File: src/rtl/pulse_stretcher.sv
// Stretches each accepted rising edge of trig_in into a LEN*DIV-cycle level, then a one-cycle done.
// Optional build macro PULSE_STRETCHER_RETRIGGER_EN lets a rise during HOLD restart the stretch.
module pulse_stretcher #(
  parameter int DIV   = 256,
  parameter int LEN   = 4,
  parameter int CNT_W = 16
) (
  input  logic clk,
  input  logic rst_n,
  input  logic trig_in,
  output logic level_out,
  output logic done,
  output logic busy
);

  typedef enum logic [1:0] {
    IDLE,
    HOLD,
    DONE
  } state_t;

  localparam logic [CNT_W-1:0] DIV_LAST = CNT_W'(DIV - 1);
  localparam logic [CNT_W-1:0] LEN_LOAD = CNT_W'(LEN);
  localparam logic [CNT_W-1:0] ONE      = CNT_W'(1);

  state_t           r_state;
  state_t           w_nextState;
  logic             r_trigQ;
  logic [CNT_W-1:0] r_pcnt;
  logic [CNT_W-1:0] r_lcnt;
  logic             w_rise;
  logic             w_tick;
  logic             w_reload;

  assign w_rise = trig_in & ~r_trigQ;
  assign w_tick = (r_state == HOLD) && (r_pcnt == DIV_LAST);

`ifdef PULSE_STRETCHER_RETRIGGER_EN
  assign w_reload = w_rise && ((r_state == IDLE) || (r_state == HOLD));
`else
  assign w_reload = w_rise && (r_state == IDLE);
`endif

  // A reload in HOLD beats the final tick, so DONE is only reached when no rise restarts the stretch.
  always_comb begin
    w_nextState = r_state;
    case (r_state)
      IDLE: if (w_rise) w_nextState = HOLD;
      HOLD: if (w_tick && (r_lcnt == ONE) && !w_reload) w_nextState = DONE;
      DONE: w_nextState = IDLE;
      default: w_nextState = IDLE;
    endcase
  end

  always_ff @(posedge clk or negedge rst_n) begin
    if (!rst_n) begin
      r_state   <= IDLE;
      r_trigQ   <= 1'b0;
      r_pcnt    <= '0;
      r_lcnt    <= '0;
      level_out <= 1'b0;
      done      <= 1'b0;
      busy      <= 1'b0;
    end else begin
      r_state <= w_nextState;
      r_trigQ <= trig_in;
      if (w_reload) begin
        r_pcnt <= '0;
        r_lcnt <= LEN_LOAD;
      end else if (r_state == HOLD) begin
        r_pcnt <= w_tick ? '0 : r_pcnt + ONE;
        if (w_tick && (r_lcnt != ONE)) r_lcnt <= r_lcnt - ONE;
      end
      level_out <= (w_nextState == HOLD);
      done      <= (w_nextState == DONE);
      busy      <= (w_nextState == HOLD) || (w_nextState == DONE);
    end
  end

endmodule

File: config.mk
export PLATFORM = sky130hd
export DESIGN_NAME = pulse_stretcher
export DESIGN_NICKNAME = d
export VERILOG_FILES = /design/src/rtl/pulse_stretcher.sv
export SDC_FILE = /design/constraint.sdc
export NUM_CORES = 1
export LEC_CHECK = 0
export ABC_AREA = 1
export BUFFER_PORTS_ARGS = -buffer_cell sky130_fd_sc_hd__buf_2
export CAP_MARGIN = 20
export CELL_PAD_IN_SITES_DETAIL_PLACEMENT = 1
export CELL_PAD_IN_SITES_GLOBAL_PLACEMENT = 2
export CORE_UTILIZATION = 38
export CTS_BUF_LIST = sky130_fd_sc_hd__clkbuf_8
export CTS_CLUSTER_SIZE = 14
export DETAILED_ROUTE_END_ITERATION = 10
export GPL_TIMING_DRIVEN = 0
export PLACE_DENSITY = 0.91
export SLEW_MARGIN = 5
export SYNTH_ARGS = -nofsm -noshare
export SYNTH_HDL_FRONTEND = slang
export SYNTH_SLANG_ARGS = --single-unit
File: constraint.sdc
create_clock -name clk -period 1.95 [get_ports clk]
set_clock_uncertainty 0.15 [all_clocks]
set_input_delay 0.0975 -clock clk [delete_from_list [all_inputs] [get_ports clk]]
set_output_delay 0.0975 -clock clk [all_outputs]
set_load 0.1 [all_outputs]
Word level (Yosys, flattened, before mapping)
Index checks and enable logic that the tools add are counted.
Widths: inputs -> output; s select.
{ "totals": {"reg_bits": 38, "latch_bits": 0, "ramBits": 0, "mem_bits_ro": 0, "in_bits": 3, "word_cells": 37, "memories": 0} }
{ "classes": {"addsub": 2, "multipliers": 0, "n_div": 0, "magnitude_cmp": 0, "n_eq_ne": 6, "n_shift": 0, "n_mux": 9, "bitwise_logic": 2, "n_reduce_logical": 11} }
{ "op_table": {"columns": ["operator", "n"], "rows": [
  ["$mux 16", 6],
  ["$add 16x1->16 const B", 1],
  ["$eq 16x1->1 const B", 1],
  ["$eq 16x8->1 const B", 1],
  ["$ne 16x1->1 const B", 1],
  ["$sub 16x1->16 const B", 1],
  ["$logic_and 1x1->1", 5],
  ["$eq 2x1->1 const B", 2],
  ["$mux 2", 2],
  ["$pmux 2 s2", 1],
  ["$reduce_bool 2->1", 2],
  ["$eq 2x2->1 const B", 1],
  ["$logic_not 2->1", 1],
  ["$reduce_and 2->1", 1],
  ["$and 1x1->1", 1],
  ["$logic_not 1->1", 1],
  ["$logic_or 1x1->1", 1],
  ["$not 1->1", 1]
]} }

Longest topological paths before layout
{ "logic_depth": {"ltp_word": 9, "ltp_mapped": 12, "ltp_nobuf": 11} }

Worst setup path after synthesis
OpenSTA, ideal clock, no wires.
{ "synth_timing": {"path_kind": "register -> register", "start": "register r_pcnt[0]", "end": "register level_out", "setup_ns": 0.122, "arrival_time_ns": 1.435, "t_required_ns": 1.678, "setup_slack_ns": 0.243, "path_stages_with_launch": 10, "path_buffers": 0, "period_less_slack_ns": 1.707, "cell_sequence": "dfrtp_1 -> ha_1 -> nand2_2 -> nor2_4 -> nand2_2 -> inv_2 -> nand3_1 -> o21ai_1 -> inv_1 -> ha_1"} }
{ "synth_via": {"elab_chain_cells": 7} }
{ "synth_rtl": {"columns": ["item", "line_no", "rtl"], "rows": [
  ["start: declaration", "29", "logic [CNT_W-1:0] r_pcnt;"],
  ["start signal: assignment", "71", "r_pcnt <= w_tick ? '0 : r_pcnt + ONE;"],
  ["$eq 16x8->1", "36", "assign w_tick = (r_state == HOLD) && (r_pcnt == DIV_LAST);"],
  ["$logic_and 1x1->1", "36", null],
  ["$logic_and 1x1->1 (2 in a row)", "49", "HOLD: if (w_tick && (r_lcnt == ONE) && !w_reload) w_nextState = DONE;"],
  ["$mux 2", "49", null],
  ["$pmux 2 s2", "47", "case (r_state)"],
  ["via w_nextState[0]", "27", "state_t w_nextState;"],
  ["$eq 2x1->1", "74", "level_out <= (w_nextState == HOLD);"],
  ["end signal: assignment", "74", null],
  ["end: declaration", "11", "output logic level_out,"]
]} }
The timed path passes the listed nets, and every way through them passes these cells.
A chain may end at the register's enable or synchronous reset.

Final worst setup path
{ "layout_timing": {"start": "input trig_in", "end": "register r_pcnt[2]"} }
{ "layout_via": {"elab_chain_cells": 3} }
{ "layout_rtl": {"columns": ["item", "line_no", "rtl"], "rows": [
  ["start: declaration", "10", "input logic trig_in,"],
  ["$and 1x1->1 (*)", "35", "assign w_rise = trig_in & ~r_trigQ;"],
  ["$logic_and 1x1->1 (*)", "41", "assign w_reload = w_rise && (r_state == IDLE);"],
  ["$mux 16 or $reduce_bool 2->1 (tied branches)", null, null]
]} }
Mark *: on every way between the ends. The rest lies on a longest branch, timed or not.

==> key figures <==
Status
  – Outcome: finished clean

Synthesis
  – Post-synthesis sequential area ratio: 39.4%
  – Syn Inst Count: 338
  – Area share of the largest cell type after synthesis: slightly below 40%
  – Top cells by area, synth: dfrtp_1 (39%), nand2_1 (15%), nand3_1 (8.1%)
  – Unique masters post-synth: 29
  – Synthesized net count: between 300 and 400
  – Mapped cell area: roughly 2400 µm²
  – Avg Cell Area, Syn: between 7 and 8 µm²
  – Register bit total from synthesis: 38
  – Yosys top cell by area: dfrtp_1
  – Synth warnings: 0

Critical path
  – Critical Path, Cell by Cell: dlygate4sd3_1, buf_2, inv_1, nor2_1, nand2_1, nand2_2, inv_1, buf_2, nand2_1, o21ai_1
  – CP Launch Type: input port
  – Worst EP required: roughly 2000 ps
  – Crit-path slowest cell: dlygate4sd3_1
  – Critical Path Sink Type: flop
  – Critical path class: in2reg
  – CP max FO: 10
  – Buffers plus inverters on the worst setup path: 5
  – CP top delay family: buffers and inverters
  – Crit path DAT: approximately 1900 ps
  – Crit-path max cell delay: 530 ps
  – Critical path depth in cells: 10
  – R2R cell count: 9

STA
  – Max-slew violations: 0
  – Slew margin rel.: 40.6%
  – Slew @ Worst Pin: 891 ps
  – Fin crit period: 1820 ps
  – Hold Vio Cnt, Final: 0
  – Max Clock Freq: around 550 MHz
  – Fin crit share: between 90 and 100%
  – PnR worst setup slack: approximately 130 ps
  – Final Setup Violations: 0

Floorplan
  – Core ar.: 6030 µm²
  – Die width: 81.7 µm
  – Row cnt: 28
  – # IOs: 6
  – Die H: a little over 80 µm
  – Initial Utilization: 40.1%
  – Full die area: 6680 µm²

Global route
  – Largest net degree at the start of global routing: 39
  – First-pass GRT wire length: approximately 10 mm
  – Grt ovf: 0
  – All-Layer GR Usage: around a fifth
  – Vias in the first global route: 2,147
  – Initial antenna violation count: 0

CTS
  – CTS Sinks: 38
  – CTS tree: done
  – Worst-path clk slew: roughly 90 ps
  – H-tree depth: 2
  – CTS Buffer Depth: 2
  – Root Buffer Master: clkbuf_8
  – Worst-Skew Late Latency: 290 ps
  – CTS Buf Count: 5

Finish
  – Commonest cells after routing, fill and taps aside: nand2_1 (94), nor2_1 (46), nand3_1 (38), dfrtp_1 (37), inv_1 (35)
  – P&R area growth vs syn: 13.3%
  – Final nets: 367
  – Layout cell share with drive strength beyond 1: 18.3%
  – Most common cell after layout, fill and taps aside: nand2_1
  – Antenna diode count: 0
  – Non-filler instance count after layout: 435

Placement
  – Port Buffers: 5
  – HPWL after detailed placement: between 4 and 5 mm
  – Worst slack, placed: -27.6 ps
  – Inst Count DP: 418
  – Routability cong.: 0.753

Routing
  – Met1 wire length: 3.32 mm
  – DR WL/cell: 14.3 µm
  – Routed met3 length: 89 µm
  – Drt initial violations: 65
  – Final ANT Viol Nets: 0
  – Total Wirelength: 6.23 mm
  – Top routing layer used: met4
  – DR vias/cell: 4.95
  – DR vias: 2,153
  – TritonRoute pass-1 iters: 4
  – Length of routed met2 wiring: 2.77 mm
  – # DRC: 0

Power
  – Clk pwr share: 15.9%
  – Comb power frac: 47.0%
  – PD cells: approximately 1400 nW/µm²
  – Peak supply drop: 0.458 mV
  – Seq pwr share: 37.2%
  – P_int: a little under 2 mW
  – Net switching power: 1.74 mW
  – Switching share of total power: 46.7%
  – Leak pwr: 1.40 nW

Job
  – MaxCap Viol Count: 0

Hold path
  – Hold crit path type: in2async
area by class of cell:
type / instances / area [µm²]
Timing Repair Buffer: 14 / 97.6
Tap cell: 75 / 93.8
Buffer: 7 / 56.3
Fill cell: 794 / 3290
Clock inverter: 2 / 12.5
Multi-Input combinational cell: 255 / 1300
Inverter: 38 / 143
Clock buffer: 6 / 82.6
Sequential cell: 38 / 952
stage by stage:
step | hold WS (ps) | util (%) | power (mW) | setup TNS [ps] | instance area, µm²
after detailed placement | 80.5 | 42.1 | 3.03 | -27.6 | 2530
after global placement | 70.8 | 42.1 | 2.96 | 0 | 2530
final | 313 | 45.4 | 3.72 | 0 | 2740
after global routing | 327 | 45.4 | 4.06 | -70.1 | 2740
after CTS | 310 | 44.1 | 3.65 | 0 | 2660
after floorplan | -348 | - | 2.64 | 0 | 2420
worst paths after layout:
| kind | slack [ps] | start | endpoint |
|---|---|---|---|
| min in group clk | 310 | trig_in | r_trigQ |
| max reg2reg | 130 | r_pcnt[1] | level_out |
| max | 130 | trig_in | r_pcnt[2] |
| max in group asynchronous | 730 | rst_n | r_pcnt[12] |
| min | 310 | rst_n | r_pcnt[3] |
| min reg2reg | 370 | r_pcnt[14] | r_pcnt[14] |
power groups by stage:
stage,registers [mW],logic (mW),clock network (mW)
after CTS,1.38,1.66,0.603
final,1.38,1.75,0.590
after detailed placement,1.40,1.63,0
after floorplan,1.36,1.28,0
after global placement,1.39,1.57,0
after global routing,1.44,1.99,0.637
logic make-up (layout without fill, tap and decap cells):
kind of cell             count (synthesis)  count (layout)  share of synthesized area [%]
adder cells (fa/ha/maj)                  5               5                           2.59
AND/OR/NAND/NOR                        223             223                           42.1
flip-flops                              38              38                           39.4
XOR/XNOR                                12              12                           4.35
buffers and inverters                   45              67                           8.03
AO/OA/AOI/OAI                           15              15                           3.57
worst register-to-register path: stages, from the launching register on:
cell     delay, ps
dfrtp_1        370
ha_2           210
nand2_4         80
nor2_4         140
nand2_4         90
inv_2          100
nand3_2        120
o21ai_2        190
inv_1           80
ha_1           200
routing by layer:
layer  vias to the layer above  GRT usage, %
met4                         0          5.61
met1                      1035          29.2
li1                       1097             -
met2                        15          31.7
met3                         6          2.89
met5                         -             0
sequential cells by signal, summed over array words and instances, names as in the netlist:
name	cells
r_state	2
done	1
r_pcnt	16
r_lcnt	16
r_trigQ	1
busy	1
level_out	1
synthesized netlist by cell type:
library cell and number:
xor2_1 9, nor4_1 1, or2_2 2, nand3_2 1
nor2_1 48, dfrtp_1 38, buf_2 1, o21bai_1 2
nor2_2 6, or2_1 1, nor3_1 1, inv_1 36
buf_4 2, buf_12 1, o21ai_0 2, o22ai_1 5
nand3_1 39, xnor2_1 3, nor2_4 3, nand2_1 95
and2_1 1, inv_2 2, nand2_4 2, o21ai_1 6
ha_1 5, nand3b_1 1, clkbuf_1 3, nand4_1 5
nand2_2 17
repair_timing:
item,CTS,global route
setup endpoints to repair,2,35
hold buffers,2,0
pin swaps,1,3
hold endpoints to repair,39,0
setup buffers,0,7
resized for setup,2,11
Note: power is estimated with default switching activity, not from simulation.
